## config.mk

```make
export PLATFORM = sky130hd
export DESIGN_NAME = adc_scan
export DESIGN_NICKNAME = d
export VERILOG_FILES = /design/src/rtl/adc_scan.sv
export SDC_FILE = /design/constraint.sdc
export NUM_CORES = 1
export LEC_CHECK = 0
export CAP_MARGIN = 15
export CORE_MARGIN = 2
export CORE_UTILIZATION = 25
export DETAILED_ROUTE_END_ITERATION = 8
export PLACE_DENSITY_LB_ADDON = 0.2
export SETUP_SLACK_MARGIN = 0.15
export SYNTH_ARGS = -nofsm -noshare
export SYNTH_HDL_FRONTEND = slang
export SYNTH_SLANG_ARGS = --single-unit
```

## constraint.sdc

```tcl
create_clock -name clkin -period 2.5 [get_ports clkin]
set_clock_uncertainty 0.05 [all_clocks]
set_input_delay 0.625 -clock clkin [delete_from_list [all_inputs] [get_ports clkin]]
set_output_delay 0.625 -clock clkin [all_outputs]
set_load 0.01 [all_outputs]
```

## src/rtl/adc_scan.sv

```systemverilog
// Multi-channel SPI ADC scanner: steps an analog mux across the enabled channels and
// reads each one over a read-only SPI link. Optional ADC_AVERAGE_EN adds per-channel averaging.
module adc_scan #(
  parameter int DATA_BITS     = 14,
  parameter int CAL_BITS      = 32,
  parameter int DIV_BITS      = 3,
  parameter int NUM_CH        = 4,
  parameter int SETTLE_CYCLES = 8,
  parameter int GAP_CYCLES    = 2,
`ifdef ADC_AVERAGE_EN
  parameter int AVG_LOG2      = 2,
`endif
  localparam int CH_W = (NUM_CH > 1) ? $clog2(NUM_CH) : 1
) (
  input  logic                 clkin,
  input  logic                 rst,
  input  logic [DIV_BITS-1:0]  clk_divider,
  input  logic                 start,
  input  logic                 stop,
  input  logic                 continuous,
  input  logic                 calibrate,
  input  logic [NUM_CH-1:0]    ch_mask,
  output logic                 busy,
  output logic [CH_W-1:0]      mux_sel,
  output logic [DATA_BITS-1:0] data_o,
  output logic [CH_W-1:0]      data_ch,
  output logic                 data_valid,
  output logic                 sclk,
  input  logic                 miso,
  output logic                 cs
);

  localparam int BIT_MAX  = (CAL_BITS > DATA_BITS) ? CAL_BITS : DATA_BITS;
  localparam int BIT_W    = $clog2(BIT_MAX + 1);
  localparam int WAIT_MAX = (SETTLE_CYCLES > GAP_CYCLES) ? SETTLE_CYCLES : GAP_CYCLES;
  localparam int WAIT_W   = $clog2(WAIT_MAX + 1);

  localparam logic [BIT_W-1:0]  CAL_LAST    = BIT_W'(CAL_BITS - 1);
  localparam logic [BIT_W-1:0]  DATA_LAST   = BIT_W'(DATA_BITS - 1);
  localparam logic [WAIT_W-1:0] SETTLE_LAST = WAIT_W'((SETTLE_CYCLES > 0) ? SETTLE_CYCLES - 1 : 0);
  localparam logic [WAIT_W-1:0] GAP_LAST    = WAIT_W'((GAP_CYCLES > 0) ? GAP_CYCLES - 1 : 0);

  typedef enum logic [2:0] {IDLE, CAL, SETTLE, FRAME, GAP} state_t;

  state_t                state, state_nxt;
  logic [DIV_BITS-1:0]   div_lat, div_cnt;
  logic [BIT_W-1:0]      bit_cnt;
  logic [WAIT_W-1:0]     wait_cnt;
  logic [NUM_CH-1:0]     mask_lat;
  logic [CH_W-1:0]       ch_q, ch_nxt;
  logic [DATA_BITS-1:0]  shift_q, result_w;
  logic                  ch_load, pub_q, sclk_q, cs_q;
  logic                  tick, fall, last_fall, more_conv, last_conv;

  function automatic logic [CH_W-1:0] lowest_ch(input logic [NUM_CH-1:0] m);
    lowest_ch = '0;
    for (int i = NUM_CH - 1; i >= 0; i--)
      if (m[i]) lowest_ch = CH_W'(i);
  endfunction

  function automatic logic has_above(input logic [NUM_CH-1:0] m, input logic [CH_W-1:0] c);
    has_above = 1'b0;
    for (int i = 0; i < NUM_CH; i++)
      if (m[i] && (i > int'(c))) has_above = 1'b1;
  endfunction

  function automatic logic [CH_W-1:0] next_above(input logic [NUM_CH-1:0] m, input logic [CH_W-1:0] c);
    next_above = '0;
    for (int i = NUM_CH - 1; i >= 0; i--)
      if (m[i] && (i > int'(c))) next_above = CH_W'(i);
  endfunction

`ifdef ADC_AVERAGE_EN
  localparam int ACC_W = DATA_BITS + AVG_LOG2;
  localparam logic [AVG_LOG2:0] AVG_LAST = (AVG_LOG2 + 1)'((1 << AVG_LOG2) - 1);

  logic [ACC_W-1:0]  acc_q, acc_sum;
  logic [AVG_LOG2:0] avg_cnt;

  function automatic logic [DATA_BITS-1:0] avg_trunc(input logic [ACC_W-1:0] s);
    avg_trunc = DATA_BITS'(s >> AVG_LOG2);
  endfunction

  assign acc_sum   = acc_q + ACC_W'(shift_q);
  assign result_w  = avg_trunc(acc_sum);
  assign more_conv = (avg_cnt != AVG_LAST);
  assign last_conv = ~more_conv;

  // Accumulator is cleared whenever a channel is abandoned or finished
  always_ff @(posedge clkin) begin
    if (stop || state == IDLE)
      acc_q <= '0;
    else if (state == GAP && pub_q)
      acc_q <= last_conv ? '0 : acc_sum;
  end

  always_ff @(posedge clkin or posedge rst) begin
    if (rst)
      avg_cnt <= '0;
    else if (state == IDLE || (state_nxt == SETTLE && state != SETTLE))
      avg_cnt <= '0;
    else if (state == GAP && state_nxt == FRAME)
      avg_cnt <= avg_cnt + 1'b1;
  end
`else
  assign result_w  = shift_q;
  assign more_conv = 1'b0;
  assign last_conv = 1'b1;
`endif

  assign busy    = (state != IDLE);
  assign mux_sel = ch_q;
  assign sclk    = sclk_q;
  assign cs      = cs_q;

  always_comb begin
    state_nxt = state;
    ch_nxt    = ch_q;
    ch_load   = 1'b0;
    tick      = (div_cnt == div_lat);
    fall      = tick && sclk_q;
    last_fall = 1'b0;
    if (state == CAL)
      last_fall = fall && (bit_cnt == CAL_LAST);
    else if (state == FRAME)
      last_fall = fall && (bit_cnt == DATA_LAST);
    case (state)
      IDLE: begin
        if (start && ch_mask != '0) begin
          state_nxt = calibrate ? CAL : SETTLE;
          ch_nxt    = lowest_ch(ch_mask);
          ch_load   = 1'b1;
        end
      end
      CAL:    if (last_fall) state_nxt = SETTLE;
      SETTLE: if (wait_cnt == SETTLE_LAST) state_nxt = FRAME;
      FRAME:  if (last_fall) state_nxt = GAP;
      GAP: begin
        if (wait_cnt == GAP_LAST) begin
          if (more_conv) begin
            state_nxt = FRAME;
          end else if (has_above(mask_lat, ch_q)) begin
            state_nxt = SETTLE;
            ch_nxt    = next_above(mask_lat, ch_q);
            ch_load   = 1'b1;
          end else if (continuous) begin
            state_nxt = SETTLE;
            ch_nxt    = lowest_ch(mask_lat);
            ch_load   = 1'b1;
          end else begin
            state_nxt = IDLE;
          end
        end
      end
      default: state_nxt = IDLE;
    endcase
    if (stop) begin
      state_nxt = IDLE;
      ch_nxt    = ch_q;
      ch_load   = 1'b0;
    end
  end

  always_ff @(posedge clkin) begin
    if (state == FRAME && fall)
      shift_q <= {shift_q[DATA_BITS-2:0], miso};
  end

  always_ff @(posedge clkin or posedge rst) begin
    if (rst) begin
      state      <= IDLE;
      ch_q       <= '0;
      mask_lat   <= '0;
      div_lat    <= '0;
      div_cnt    <= '0;
      bit_cnt    <= '0;
      wait_cnt   <= '0;
      sclk_q     <= 1'b0;
      cs_q       <= 1'b1;
      pub_q      <= 1'b0;
      data_o     <= '0;
      data_ch    <= '0;
      data_valid <= 1'b0;
    end else begin
      state      <= state_nxt;
      data_valid <= 1'b0;
      pub_q      <= (state == FRAME) && (state_nxt == GAP);
      if (ch_load) ch_q <= ch_nxt;
      if (state == IDLE && state_nxt != IDLE) mask_lat <= ch_mask;

      if ((state_nxt == SETTLE || state_nxt == GAP) && state_nxt == state)
        wait_cnt <= wait_cnt + 1'b1;
      else
        wait_cnt <= '0;

      // SPI clock engine: shared by calibration and data frames
      if (state_nxt == FRAME || state_nxt == CAL) begin
        if (state_nxt != state) begin
          div_lat <= clk_divider;
          div_cnt <= '0;
          bit_cnt <= '0;
          sclk_q  <= 1'b0;
          cs_q    <= 1'b0;
        end else if (tick) begin
          div_cnt <= '0;
          sclk_q  <= ~sclk_q;
          if (fall) bit_cnt <= bit_cnt + 1'b1;
        end else begin
          div_cnt <= div_cnt + 1'b1;
        end
      end else begin
        sclk_q <= 1'b0;
        cs_q   <= 1'b1;
      end

      if (state == GAP && pub_q && !stop && last_conv) begin
        data_o     <= result_w;
        data_ch    <= ch_q;
        data_valid <= 1'b1;
      end
    end
  end

endmodule
```

==> out/qor.yml <==
status: "completed"
place_area_sq_um: 3380
endpoint_kind: "flop"
rrSetupSlack_ns: 0.18
min_period_ns: 2.35
synth_seq_cells: 59
antenna_found_initial: 0
drt_wl_total_microns: 6140
placed_cells: 436
ys.flop_type: "dfrtp_1"
post-route-util: 0.353
cts_tree: "done"
synth_nets: 264
cts_num_sinks: 59
fp-row-count: 37
critPathLaunchType: "input pin"
p_clk_frac: 0.318
dr.first_iter.drc_count: 78
synth_edf_count: 14
hold_path.class: "reg -> reg"
grt-busiest-layer: "met2"
syn_area_sq_um: 2670
grt_max_degree: 46
routabilityCongestion: 0.806
path_cells: "dlygate4sd2_1 > o41ai_4 > nor2_1 > nor2_1 > a2bb2oi_2 > o32ai_2 > o31a_2 > mux2_4"
final_cell_mix: "nand2_1, dfrtp_1, buf_4"
avgSynthCellArea_sq_um: 10.9
maxSlewViolCount: 0
rr_startpoint: "bit_cnt[1]$_DFFE_PP0P_"
final_area_sq_um: 3640
die_y_microns: 107
finalNonFillerCells: 455
clk_latency_ns: 0.34
final_nets: 333
n_antenna_cell: 0
path_class: "in -> reg"
worst_ep_required_time_ns: 2.67
relSlewSlack: 0.661
postCtsHoldBufs: 0
cts.htree.levels: 3
drv_cap: 0
pwr-share-seq: 0.499
cpMostUsedCell: "nor2_1"
p_sw_uw: 645
met1_usage: 0.144
grt_remaining_overflow: 0
holdWs_ns: 0.395
grt_pass1_vias: 2102
grt_pass1_wl_microns: 10100
hold_viol_final: 0
crit_start: "ch_mask[0]"
cp-endpoint: "mask_lat[0]$_DFFE_PP0P_"
grtUsageMet3: 0.0369
power_density_nw_per_um2: 627
fmax_ghz: 0.425
r2r-end: "mask_lat[0]$_DFFE_PP0P_"
cp_slowest_stage_delay_ns: 0.41
netlist-cell-type-count: 48
port_buffers: 35
reg2reg_depth: 9
antenna_left: 0
syn_to_final_growth_pct: 36.4
post-route-drc-count: 0
rsz0062_at_grt: "true"
yosysWarnings: 0
numCtsBuffers: 9
tns_ns: 0
comb_power_share: 0.183
synthCells: 245
p_int_uw: 1640
core_area_sq_um: 10300
via_per_inst: 4.47
gr-usage-met2: 0.186
period_share: 0.941
async_reset_ff_frac: 0.763
final-setup-viol-count: 0
routedWlPerCell_microns: 13.5
cp_max_fo: 4
drtPass1Iterations: 4
final_common_cell: "nand2_1"
worst_slew_pin_slew_ns: 0.508
cts_max_path_buffers: 2
die-area_sq_um: 11500
start_util: 0.259
dp_hpwl_microns: 4160
ys_seq_area_frac: 0.580
power.leakage_uw: 0.00161
vias: 2036
clk_pin_slew_ns: 0.07
layout-drive-gt1-share: 0.219
die_w_microns: 107
clockRootBuffer: "clkbuf_8"
worstPathArrival_ns: 2.52
ir_drop_mv: 0.258
grt_usage: 0.115
switching_share: 0.283
crit_slowest_cell: "o31a_2"
pin_count: 36
==> layer usage <==
| metal | share of wire | up-vias |
|---|---|---|
| met5 | 0 | - |
| li1 | - | 983 |
| met2 | 0.47 | 40 |
| met3 | 0.043 | 9 |
| met4 | 0.014 | 0 |
| met1 | 0.48 | 1004 |
==> what timing repair did <==
action,CTS,global route
setup endpoints to repair,16,16
resized for setup,10,12
setup buffers,1,2
hold endpoints to repair,0,0
pin swaps,5,14
==> through the flow <==
stage	power, uW	setup slack [ns]
CTS	2300	0.159
finish	2280	0.147
floorplan	1400	0.173
global route	2410	0.0616
global placement	1540	-0.357
detailed placement	1550	-0.462
==> synth_stat cells, types with 2 or more instances <==
cell,n,share of area
nor3b_1,2,0.0056
nand3_1,4,0.0075
dfrtp_1,44,0.41
xnor2_1,6,0.020
nand4b_1,3,0.0098
mux2_2,4,0.017
nand3b_1,6,0.017
clkbuf_1,5,0.0070
nand2_1,56,0.079
o211ai_1,3,0.0084
buf_4,2,0.0056
nor2_1,19,0.027
xor2_1,6,0.020
nand4_1,3,0.0070
nor3_1,3,0.0056
mux2i_1,2,0.0075
nand2b_1,2,0.0047
ha_1,5,0.023
a211o_1,2,0.0066
mux2_4,3,0.017
inv_1,10,0.014
a21oi_1,4,0.0075
and3_1,4,0.0094
edfxtp_1,14,0.16
o31ai_1,2,0.0056
o21ai_0,9,0.017
==> worst max-delay path: cells and delay by family <==
kind,cells,cell delay [ns]
AOI/OAI and AO/OA,4,1.06
muxes,1,0.31
buffers and inverters,1,0.27
and+or+nand+nor,2,0.25
==> state kept, by name, indices dropped and copies added, names as in the netlist <==
register / flops
div_lat: 3
div_cnt: 3
cs: 1
data_ch: 2
state: 3
wait_cnt: 4
data_valid: 1
data_o: 14
bit_cnt: 6
sclk: 1
pub_q: 1
result_w: 14
mask_lat: 4
mux_sel: 2
==> cell families (layout without fill, tap and decap cells) <==
| logic type | count (synthesis) | in the layout | share of synthesized area |
|---|---|---|---|
| fa+ha+maj | 5 | 5 | 0.0234 |
| mux | 9 | 9 | 0.0413 |
| xor+xnor | 12 | 12 | 0.0394 |
| simple gates | 108 | 108 | 0.190 |
| flops | 59 | 59 | 0.580 |
| compound gates | 33 | 33 | 0.0956 |
| buf+inv | 19 | 93 | 0.0300 |
==> how the worst min path moves through the flow <==
stage	startpoint	to	cells past startpoint
2_1_floorplan	result_w[13]$_DFFE_PP_	data_o[13]$_DFFE_PP0P_	2
3_3_place_gp	result_w[13]$_DFFE_PP_	data_o[13]$_DFFE_PP0P_	2
3_5_place_dp	result_w[13]$_DFFE_PP_	data_o[13]$_DFFE_PP0P_	2
4_1_cts	result_w[13]$_DFFE_PP_	data_o[13]$_DFFE_PP0P_	2
5_1_grt	result_w[5]$_DFFE_PP_	result_w[6]$_DFFE_PP_	0
6_report	result_w[13]$_DFFE_PP_	data_o[13]$_DFFE_PP0P_	2
==> final cells by class <==
| cell class | count | area, sq um |
|---|---|---|
| multi-input cells | 167 | 1130 |
| clock buffers | 10 | 128 |
| inverters | 11 | 41.3 |
| fillers | 1064 | 6680 |
| well taps | 136 | 170 |
| flip-flops and latches | 59 | 1550 |
| repair buffers | 66 | 592 |
| clock inverters | 6 | 32.5 |
==> power groups by stage <==
stage | combinational, uW | clock (uW) | sequential [uW]
final | 417 | 726 | 1140
after detailed placement | 399 | 0 | 1150
after global routing | 460 | 802 | 1150
after floorplan | 267 | 0 | 1130
after global placement | 393 | 0 | 1150
after CTS | 407 | 755 | 1130
Note: power is estimated with default switching activity, not from simulation.
